### src/rtl/rice_bit_feeder.sv
// rice_bit_feeder: serialises 16-bit residual words into a one-bit-per-cycle stream for the Rice reader.
// Two word buffers (cur/nxt) keep the stream gap-free; the first word after iStart drops iBitOffset MSBs.
module rice_bit_feeder (
  input  logic        iClock,
  input  logic        iReset,
  input  logic        iStart,
  input  logic        iStop,
  input  logic [3:0]  iBitOffset,
  input  logic [15:0] iWord,
  input  logic        iWordValid,
  output logic        oWordReady,
  input  logic        iHold,
  output logic        oData,
  output logic        oEnable,
  output logic        oStarved,
  output logic [23:0] oBitsConsumed
);
  typedef enum logic {IDLE, RUN} state_t;
  state_t state, stateNext;
  logic [15:0] curWord, nxtWord, fillWord;
  logic [4:0]  curBits, rem;
  logic        nxtValid, shift, accept, doFill;
  logic [3:0]  skip;

  always_ff @(posedge iClock or negedge iReset)
    if (!iReset) state <= IDLE;
    else state <= stateNext;

  always_comb stateNext = iStart ? RUN : iStop ? IDLE : state;

  always_comb oWordReady = (state == RUN) && !nxtValid;

  // A refill happens only when cur runs dry on this edge; nxt has priority over the incoming word.
  always_comb begin
    shift    = (curBits != 5'd0) && !iHold;
    rem      = curBits - 5'(shift);
    accept   = iWordValid && oWordReady;
    fillWord = nxtValid ? nxtWord : iWord;
    doFill   = (rem == 5'd0) && (nxtValid || accept);
  end

  always_ff @(posedge iClock or negedge iReset)
    if (!iReset) begin
      curWord       <= '0;
      curBits       <= '0;
      nxtWord       <= '0;
      nxtValid      <= 1'b0;
      skip          <= '0;
      oData         <= 1'b0;
      oEnable       <= 1'b0;
      oStarved      <= 1'b0;
      oBitsConsumed <= '0;
    end else if (iStart || iStop) begin
      curBits       <= '0;
      nxtValid      <= 1'b0;
      oEnable       <= 1'b0;
      oStarved      <= 1'b0;
      oBitsConsumed <= '0;
      if (iStart) skip <= iBitOffset;
    end else if (state == RUN) begin
      oEnable  <= shift;
      oStarved <= !iHold && (curBits == 5'd0);
      if (shift) begin
        oData         <= curWord[15];
        oBitsConsumed <= oBitsConsumed + 24'd1;
      end
      if (doFill) begin
        curWord <= fillWord << skip;
        curBits <= 5'd16 - {1'b0, skip};
        skip    <= '0;
      end else begin
        curWord <= curWord << shift;
        curBits <= rem;
      end
      if (rem == 5'd0 && nxtValid) nxtValid <= 1'b0;
      else if (accept && rem != 5'd0) begin
        nxtValid <= 1'b1;
        nxtWord  <= iWord;
      end
    end else begin
      oEnable  <= 1'b0;
      oStarved <= 1'b0;
    end
endmodule

### config.mk
export PLATFORM = sky130hd
export DESIGN_NAME = rice_bit_feeder
export DESIGN_NICKNAME = d
export VERILOG_FILES = /design/src/rtl/rice_bit_feeder.sv
export SDC_FILE = /design/constraint.sdc
export NUM_CORES = 1
export LEC_CHECK = 0
export CAP_MARGIN = 0
export CORE_MARGIN = 5
export CORE_UTILIZATION = 53
export CTS_BUF_LIST = sky130_fd_sc_hd__clkbuf_2
export CTS_CLUSTER_SIZE = 16
export DETAILED_ROUTE_END_ITERATION = 8
export PLACE_DENSITY = 0.9
export SLEW_MARGIN = 5
export SYNTH_ARGS = -nofsm -noshare
export SYNTH_HDL_FRONTEND = slang
export SYNTH_SLANG_ARGS = --single-unit
### constraint.sdc
create_clock -name iClock -period 3.1 [get_ports iClock]
set_input_delay 0.62 -clock iClock [delete_from_list [all_inputs] [get_ports iClock]]
set_output_delay 0.62 -clock iClock [all_outputs]
set_load 0.01 [all_outputs]
Yosys cells after proc, flatten, opt, wreduce, memory -nomap -nowiden --
Index checks and enable logic that the tools add are counted. Widths: inputs -> output; s select.
Storage, ports and cells: logic and storage cells 66, register bits after elaboration 70, input port bits 26
Cells by class: multiplexer cells 22, shift operators 2, reduce and logical (&&, ||, !) cells 26, bitwise gates (word level) 2, eq/ne operators 1, $add $sub $neg 3
Operator list (number):
- $mux 24 | 3
- $mux 16 | 2
- $add 24x1->24 const B | 1
- $mux 4 | 4
- $shl 16x1->16 | 1
- $shl 16x4->16 | 1
- $mux 5 | 3
- $logic_not 5->1 | 2
- $mux 1 | 10
- $reduce_bool 5->1 | 2
- $reduce_bool 2->1 | 4
- $logic_and 1x1->1 | 7
- $reduce_and 2->1 | 3
- $reduce_and 3->1 | 2
- $sub 5x1->5 | 1
- $sub 5x4->5 const A | 1
- $reduce_and 4->1 | 1
- $reduce_bool 3->1 | 1
- $logic_not 1->1 | 2
- $logic_or 1x1->1 | 2
- $ne 2x2->1 const B | 1
- $not 1->1 | 2

Longest topological paths before layout --
Gate-level depths: netlist (run 1).
depth in word-level cells 9, mapped depth 10, mapped depth without buffers 10

Worst setup path after synthesis (run 1) --
OpenSTA, ideal clock, no wires.
path kind register to register, start point register curBits[2], end point register curWord[7], data arrival time 3.090 ns, clock period less this slack 3.216 ns, slack -0.116 ns, required time 2.974 ns, library setup time 0.126 ns, cell stages (with the launch flop) 11, path through dfrtp_1 or4_1 o21ai_0 inv_1 ha_1 ha_1 xor2_1 or4_4 nor2_8 nor2_2 a221o_1
On the way: word-level cells in the longest chain between the ends 6, elaborated cells between the ends (all ways) 7
Ends and longest elaborated chain:
- from (decl) | line 21 | logic [4:0] curBits, rem;
- from (signal assigned) | line 69 | curBits <= 5'd16 - {1'b0, skip};
- from (signal assigned) | line 73 | curBits <= rem;
- $reduce_bool 5->1 | line 35 | shift = (curBits != 5'd0) && !iHold;
- $logic_and 1x1->1 | line 35
- $sub 5x1->5 | line 36 | rem = curBits - 5'(shift);
- $logic_not 5->1 | line 39 | doFill = (rem == 5'd0) && (nxtValid || accept);
- $logic_and 1x1->1 | line 39
- $mux 16 * | line 67 | if (doFill) begin
- to (signal assigned) | line 68 | curWord <= fillWord << skip;
- to (signal assigned) | line 72 | curWord <= curWord << shift;
- to (decl) | line 20 | logic [15:0] curWord, nxtWord, fillWord;
Every way passes the cells marked *; elsewhere a longest branch is shown, timed or not. A chain may end at the register's enable or synchronous reset.

Worst setup path after layout (run 1) --
start point register curBits[0], end point register curWord[14]
Same word-level chain as after synthesis.

==> metrics, run 1 <==
status complete, no violations; Netlist cell types 67; WP data required 3.52 ns; number of global-route vias before repair 3890; Post-synth EDFFs 0; initial antenna violation count 0; Worst Path Arrival 3.42 ns; clock tree root buffer cell clkbuf_2; Final Power 2.84 mW; post-route ant nets 0; FFs w/ async S/R, synth 1.00; Avg WL per Cell 18.9 um; Final nets 527; Core Util, Final 0.663; final hold slack 0.245 ns; CTS clk-pin slew, worst paths 0.20 ns; pins over their slew limit 0; Critical Path Stages 10; final instance area 5450 um2; H-Tree Depth 3; R2R cell count 10; critical path class reg2reg; Total Routed Length 11.5 mm; Crit path max-delay family simple AND/OR/NAND/NOR gates; Hold-fix buffers, CTS 0; Final Wtd Congestion 0.897; port bufs 53; # IOs 54; CP Cell Sequence or4_4 > o21ai_2 > inv_1 > ha_2 > ha_4 > xor2_2 > or4_4 > nor2_8 > nor2_2 > a221o_1; worst setup path endpoint curWord[14]; Clock Sink Count 70; Worst Setup SP curBits[0]; Cell Pwr Density 522 nW/um2; share of cells above drive strength 1 0.242; Rel. slew slack 0.428; endpoints failing hold 0; DR vias/cell 6.60; Die W 102 um; Yosys reg bits 70; Worst Setup End Kind flop; area post-placement 5220 um2; synthesis warning total 0; flop2flop setup slack 0.10 ns; Syn Area/Cell 10.5 um2; clk_lat worst skew 0.53 ns; Max Freq 0.333 GHz; Tmin final 3.00 ns; most frequent cells in the layout dfrtp_1 (69), clkdlybuf4s50_1 (52), nand2_1 (35); CP Buf/Inv Count 1; first-pass GRT wire length 19.1 mm; Final HPWL DP 8.36 mm; Post-Syn Nets 457; Initial Util 0.544; Synth Instances 427; largest net degree at the start of global routing 71; Ant. Diodes 0; slowest stage cell, crit path or4_4; PnR worst setup slack 0.100 ns; Worst setup SP type flop; Reg-to-Reg End curWord[14]; Initial DRC Count 337; Die Ht 102 um; Primary FF master, synth dfrtp_1; Pre-antenna DRT Iters 6; core footprint 8220 um2; worst r2r src curBits[0]; slowest cell delay on critical path 0.60 ns; most common cell after layout, fill and taps aside dfrtp_1; crit share post-route 0.968; Placement Rows 33; grt total ovfl 0; synthesized area 4470 um2; worst clock skew 0.0262 ns; max_cap viols 0; CTS tree yes; Pleak 2.14 nW; CTS Buf Count 9; DR vias 3999; Hold Crit Class in2async; RSZ-0062 raised after global routing false; Seq/Total Area, Yosys 0.392; CP dominant cell by count or4_4; Setup WS pre-CTS -0.215 ns; Clock Path Buffers 2; Slew @ Worst Pin 0.857 ns; Peak VDD IR 0.292 mV; largest fanout on the critical path 7; overall global routing resource usage 0.233; DRC violations left 0; die area 10400 um2; final setup violation count 0; P&R area growth vs syn 22.0%
==> registers in the layout, indices dropped and copies added, names as in the netlist <==
register / count
oStarved: 1
nxtWord: 16
skip: 4
oData: 1
oBitsConsumed: 24
curBits: 5
state: 1
nxtValid: 1
curWord: 16
oEnable: 1
==> cells by family (layout without fill, tap and decap cells) <==
kind of cell	Yosys count	after routing	synth area share
xor+xnor	16	16	0.0356
simple gates	151	151	0.182
mux	50	50	0.190
compound gates	95	95	0.149
fa+ha+maj	4	4	0.0112
flops	70	70	0.392
buf+inv	41	115	0.0398
==> metrics by stage <==
stage	setup TNS (ns)	cells
floorplan	0	427
global placement	-2.01	589
detailed placement	-3.77	589
CTS	0	604
global route	0	606
finish	0	606
==> worst register-to-register path: cells and delay by family (launching register included) <==
family | cells | cell delay [ns]
compound gates | 2 | 0.52
xor+xnor | 1 | 0.19
fa+ha+maj | 2 | 0.37
buf+inv | 1 | 0.07
flops | 1 | 0.41
simple gates | 4 | 1.33
==> per-layer routing <==
layer / up-vias / part of all wire / track usage
met5: - / 0 / 0
met4: 0 / 0.020 / 0.0920
met3: 31 / 0.076 / 0.0393
met2: 223 / 0.50 / 0.393
met1: 1962 / 0.40 / 0.302
li1: 1783 / - / -
==> final cells by class <==
cell class | instances | area (um2)
Timing Repair Buffer | 83 | 751
Tap cell | 105 | 131
Clock inverter | 6 | 87.6
Inverter | 17 | 63.8
Multi-Input combinational cell | 316 | 2620
Sequential cell | 70 | 1750
Clock buffer | 9 | 45.0
Fill cell | 595 | 2770
==> worst min-delay path by stage <==
stage | start | end | slack (ns) | depth (start not counted)
global route | iReset | oBitsConsumed[14] | 0.28 | 2
CTS | iReset | oBitsConsumed[23] | 0.26 | 2
floorplan | iReset | curBits[0] | 0.32 | 0
finish | iReset | oBitsConsumed[13] | 0.24 | 2
detailed placement | curWord[15] | oData | 0.46 | 2
global placement | curWord[15] | oData | 0.46 | 2
==> cells in the mapped netlist, types with 4 or more instances <==
cell type,instances,area share
a21oi_1,19,0.021
a22o_1,5,0.0098
a31oi_1,5,0.0070
and3_1,4,0.0056
buf_2,4,0.0045
clkbuf_1,14,0.012
dfrtp_1,70,0.39
ha_1,4,0.011
inv_1,16,0.013
mux2_2,19,0.048
mux2i_1,5,0.011
mux4_2,26,0.13
nand2_1,35,0.029
nand3_1,28,0.031
nand4_1,8,0.011
nor2_1,26,0.022
nor3_1,13,0.015
nor4_1,6,0.0084
o21ai_0,21,0.024
o31ai_1,5,0.0084
or3_1,6,0.0084
or4_1,4,0.0067
xnor2_1,9,0.018
xor2_1,6,0.012
==> repair_timing <==
item | CTS | global route
endpoints found under the hold margin | 0 | 0
pin swaps | 0 | 6
gates resized for setup | 1 | 15
buffers inserted | 0 | 2
endpoints found under the setup margin | 16 | 40
==> power breakdown <==
group	switching, mW	internal, mW	leakage [nW]	total, mW
clock	0.339	0.263	0.0817	0.602
combinational	0.398	0.495	1.15	0.892
sequential	0.227	1.12	0.910	1.35
total	0.963	1.88	2.14	2.84
(Power assumes the default switching activity.)
==> run 2: changes to the inputs <==
CORE_UTILIZATION = 47   (was 53)
PLACE_DENSITY = 0.8   (was 0.9)
clock period = 3.85 ns   (was 3.1 ns; I/O delays follow)
==> metrics, run 2 (same netlist as run 1, synthesis figures left out) <==
Cell Pwr Density 399 nW/um2 (-23%); final instance area 5180 um2 (-4.9%); slowest cell delay on critical path 0.56 ns (-0.04 ns); CP Buf/Inv Count 1 (unchanged); number of global-route vias before repair 3653 (-6.1%); Max Freq 0.291 GHz (-13%); clock tree root buffer cell clkbuf_2; max_cap viols 0 (unchanged); CTS Buf Count 9 (unchanged); Pre-antenna DRT Iters 5 (-1); grt total ovfl 0 (unchanged); Hold Crit Class in2async; Rel. slew slack 0.283 (-0.145); CP Cell Sequence or4_1 > o21ai_0 > inv_1 > ha_1 > ha_1 > xor2_1 > or3_1 > nor3_1 > o221ai_1 > a2bb2oi_1; Initial Util 0.483 (-0.0602); Crit path max-delay family simple AND/OR/NAND/NOR gates; Slew @ Worst Pin 1.08 ns (+0.218 ns); P&R area growth vs syn 16.0%; net switching power of the design 0.731 mW (-24%); Die Ht 107 um (+5.6%); overall global routing resource usage 0.200 (-0.0334); status complete, no violations; largest net degree at the start of global routing 71 (unchanged); TNS Setup 0 ns (unchanged); slowest stage cell, crit path or4_1; port bufs 53 (unchanged); final hold slack 0.441 ns (+0.196 ns); Tmin final 3.44 ns (+0.437 ns); Peak VDD IR 0.242 mV (-17%); # IOs 54 (unchanged); largest fanout on the critical path 7 (unchanged); Worst setup SP type flop; crit share post-route 0.893 (-0.0750); CP dominant cell by count ha_1; Final HPWL DP 8.04 mm (-3.8%); Internal Pwr Total 1.34 mW (-29%); placed cells 593 (+0.68%); clk_lat worst skew 0.50 ns (-0.03 ns); CTS tree yes; worst r2r src curBits[2]; Hold-fix buffers, CTS 0 (unchanged); share of cells above drive strength 1 0.175 (-0.0662); Clock Sink Count 70 (unchanged); most frequent cells in the layout dfrtp_1 (70), clkdlybuf4s50_1 (52), nand2_1 (35); worst clock skew 0.0392 ns (+0.0130 ns); Clock Path Buffers 2 (unchanged); Final Power 2.07 mW (-27%); area post-placement 5100 um2 (-2.4%); Die W 107 um (+5.6%); part of the power in registers 0.525 (+0.051); Worst Setup End Kind flop; met1 Use GR 0.281 (-0.0208); Most Crowded Layer GR met2; Final Wtd Congestion 0.909 (+1.3%); CTS clk-pin slew, worst paths 0.22 ns (+0.02 ns); Initial DRC Count 427 (+27%); Worst Path Arrival 3.84 ns (+0.42 ns); GR Util met2 0.318 (-0.0749); Final nets 505 (-4.2%); Most flops, register oBitsConsumed; Clk pwr share 0.170 (-0.042); most common cell after layout, fill and taps aside dfrtp_1; H-Tree Depth 3 (unchanged); pins over their slew limit 0 (unchanged); biggest regs oBitsConsumed: 24 flops, curWord: 16 flops, nxtWord: 16 flops; RSZ-0062 raised after global routing false; post-route ant nets 0 (unchanged); die area 11600 um2 (+11%); GR Util met3 0.0342 (-0.00506); DR vias/cell 6.24 (-5.4%); Non-Filler Instances 608 (+0.33%); first-pass GRT wire length 18.6 mm (-2.6%); postcts setup bufs 0 (unchanged); Ant. Diodes 0 (unchanged); endpoints failing hold 0 (unchanged); Combinational Power Share 0.305 (-0.009); Worst Setup SP curBits[2]; Total Routed Length 11.2 mm (-2.4%); critical path class reg2reg; Pleak 2.00 nW (-6.7%); core footprint 9240 um2 (+12%); max reg flops 24 (unchanged); switch share 0.353 (+0.0145); DRC violations left 0 (unchanged); WP data required 4.26 ns (+0.74 ns); post_cts resized 0 (-1); Avg WL per Cell 18.4 um (-2.7%); initial antenna violation count 0 (unchanged); final setup violation count 0 (unchanged); Placement Rows 35 (+6.1%); Fillers 818 (+37%); DR vias 3796 (-5.1%)
-- run 2: worst paths after layout --
kind,to,cells after the start,slack (ns)
max,curWord[6],10,0.41
min,curBits[1],2,0.44
max reg2reg,curWord[6],10,0.41
min reg2reg,oData,2,0.50
max in group asynchronous,curWord[12],2,2.82
min in group iClock,oData,2,0.50
-- run 2: per-layer routing --
metal / vias up / share of wire
met5: - / 0
met4: 0 / 0.014
met3: 20 / 0.065
met2: 192 / 0.48
met1: 1846 / 0.44
li1: 1738 / -
-- run 2: final cells by class --
type | count | area [um2] | area share
clock buffer | 11 | 55.1 | 0.0106
tap | 129 | 161 | 0.0312
clock inverter | 4 | 25.0 | 0.00483
inverter | 17 | 63.8 | 0.0123
timing repair buffer | 61 | 586 | 0.113
multi-input combinational | 316 | 2540 | 0.490
sequential | 70 | 1750 | 0.338
-- run 2: metrics by stage --
stage,utilization,setup WS [ns]
5_1_grt,0.561,0.225
4_1_cts,0.561,0.458
6_report,0.561,0.413
3_3_place_gp,0.552,0.402
3_5_place_dp,0.552,0.306
2_1_floorplan,-,0.634
-- run 2: power by group through the flow --
stage          clock, mW  combinational, mW  sequential, mW
6_report           0.351              0.632            1.09
5_1_grt            0.396              0.688            1.11
4_1_cts            0.357              0.630            1.08
3_5_place_dp           0              0.629            1.09
3_3_place_gp           0              0.606            1.08
2_1_floorplan          0              0.497            1.01
-- run 2: worst register-to-register path: stages (launching register included) --
cell       delay [ns]
dfrtp_1          0.53
or4_1            0.56
o21ai_0          0.23
inv_1            0.09
ha_1             0.21
ha_1             0.23
xor2_1           0.22
or3_1            0.42
nor3_1           0.42
o221ai_1         0.23
a2bb2oi_1        0.21
==> run 3: changes to the inputs <==
CORE_UTILIZATION = 63   (was 47)
PLACE_DENSITY = 0.95   (was 0.8)
==> metrics, run 3 (same netlist as run 1, synthesis figures left out) <==
TNS Setup 0 ns (unchanged); # IOs 54 (unchanged); crit share post-route 0.898 (+0.00550); postcts setup bufs 0 (unchanged); post_cts resized 0 (unchanged); Avg WL per Cell 20.9 um (+14%); final hold slack 0.280 ns (-0.161 ns); Die Ht 94.2 um (-12%); Tmin final 3.46 ns (+0.0212 ns); Reg-to-Reg End skip[1]; Combinational Power Share 0.280 (-0.025); net switching power of the design 0.770 mW (+5.3%); Fillers 464 (-43%); most common cell after layout, fill and taps aside dfrtp_1; Hold-fix buffers, CTS 0 (unchanged); overall global routing resource usage 0.285 (+0.0850); die area 8870 um2 (-23%); CTS clk-pin slew, worst paths 0.22 ns (about the same); DR vias/cell 7.01 (+12%); final setup violation count 0 (unchanged); largest fanout on the critical path 7 (unchanged); Ant. Diodes 0 (unchanged); R2R cell count 10 (unchanged); max reg flops 24 (unchanged); core footprint 6830 um2 (-26%); Slew @ Worst Pin 0.860 ns (-0.215 ns); Clock Sink Count 70 (unchanged); DRC violations left 0 (unchanged); area post-placement 5060 um2 (-0.81%); CTS Buf Count 9 (unchanged); Clk pwr share 0.245 (+0.075); port bufs 53 (unchanged); Cell Pwr Density 441 nW/um2 (+10%); most frequent cells in the layout dfrtp_1 (70), clkdlybuf4s50_1 (52), nand2_1 (35); Clock Path Buffers 2 (unchanged); Worst Path Arrival 3.92 ns (+0.08 ns); grt total ovfl 0 (unchanged); Final Power 2.30 mW (+11%); worst r2r src curBits[2]; post-route ant nets 0 (unchanged); clock tree root buffer cell clkbuf_2; status complete, no violations; initial antenna violation count 0 (unchanged); Rel. slew slack 0.427 (+0.144); largest net degree at the start of global routing 38 (-46%); Pleak 2.03 nW (+1.7%); Die W 94.2 um (-12%); Initial DRC Count 397 (-7.0%); Total Routed Length 12.1 mm (+7.7%); Max Freq 0.289 GHz (-0.61%); Peak VDD IR 0.308 mV (+27%); first-pass GRT wire length 19.7 mm (+6.0%); Final Wtd Congestion 0.944 (+3.9%); CTS tree yes; Most flops, register oBitsConsumed; Worst Setup End Kind flop; DR vias 4037 (+6.3%); Initial Util 0.654 (+0.170); max_cap viols 0 (unchanged); P&R area growth vs syn 16.8%; critical path class reg2reg; part of the power in registers 0.475 (-0.050); share of cells above drive strength 1 0.177 (+0.00172); clk_lat worst skew 0.55 ns (+0.05 ns); Final nets 505 (unchanged); H-Tree Depth 3 (unchanged); Internal Pwr Total 1.53 mW (+15%); Final HPWL DP 8.65 mm (+7.7%); Placement Rows 30 (-14%); worst clock skew 0.0290 ns (-0.0102 ns); switch share 0.334 (-0.0189); Hold Crit Class in2async; biggest regs oBitsConsumed: 24 flops, curWord: 16 flops, nxtWord: 16 flops; final instance area 5220 um2 (+0.75%); number of global-route vias before repair 3935 (+7.7%); endpoints failing hold 0 (unchanged); pins over their slew limit 0 (unchanged); WP data required 4.32 ns (+0.06 ns); Pre-antenna DRT Iters 5 (unchanged); Worst setup SP type flop; RSZ-0062 raised after global routing false; flop2flop setup slack 0.39 ns (-0.02 ns); Core Util, Final 0.764 (+0.203)
-- run 3: worst max-delay path by stage --
stage | slack, ns | depth (start not counted) | start | end
2_1_floorplan | 0.63 | 10 | curBits[2] | curWord[14]
3_3_place_gp | 0.39 | 11 | iHold | curWord[10]
3_5_place_dp | 0.28 | 11 | iHold | skip[2]
4_1_cts | 0.43 | 10 | curBits[2] | skip[1]
5_1_grt | 0.18 | 10 | curBits[2] | curWord[14]
6_report | 0.39 | 10 | curBits[2] | skip[1]
-- run 3: metal layers --
| metal | wire [um] | GRT usage | up-vias |
|---|---|---|---|
| li1 | - | - | 1742 |
| met1 | 4590 | 0.362 | 1989 |
| met2 | 5990 | 0.472 | 262 |
| met3 | 1080 | 0.0665 | 44 |
| met4 | 396 | 0.111 | 0 |
| met5 | 0 | 0 | - |
-- run 3: through the flow --
step | setup slack (ns) | instances
2_1_floorplan | 0.634 | 427
3_3_place_gp | 0.394 | 560
3_5_place_dp | 0.284 | 560
4_1_cts | 0.433 | 576
5_1_grt | 0.177 | 576
6_report | 0.392 | 576
-- run 3: area by class of cell --
type / instances / area, um2 / share of cell area
Clock buffer: 10 / 50.0 / 0.00959
Multi-Input combinational cell: 316 / 2540 / 0.486
Inverter: 17 / 63.8 / 0.0122
Timing Repair Buffer: 61 / 586 / 0.112
Tap cell: 96 / 120 / 0.0230
Clock inverter: 6 / 110 / 0.0211
Sequential cell: 70 / 1750 / 0.336
-- run 3: critical path: stages (launching register included) --
cell and delay, ns:
dfrtp_1 0.52, or4_1 0.55, o21ai_0 0.24, inv_1 0.09, ha_1 0.21, ha_1 0.23, xor2_1 0.22, or3_1 0.41
nor2_1 0.41, nand3_1 0.24, a22o_1 0.24
-- run 3: power by group through the flow --
stage	clock network (mW)	registers (mW)	logic, mW
2_1_floorplan	0	1.01	0.497
3_3_place_gp	0	1.08	0.601
3_5_place_dp	0	1.10	0.634
4_1_cts	0.564	1.09	0.637
5_1_grt	0.598	1.11	0.699
6_report	0.565	1.09	0.644
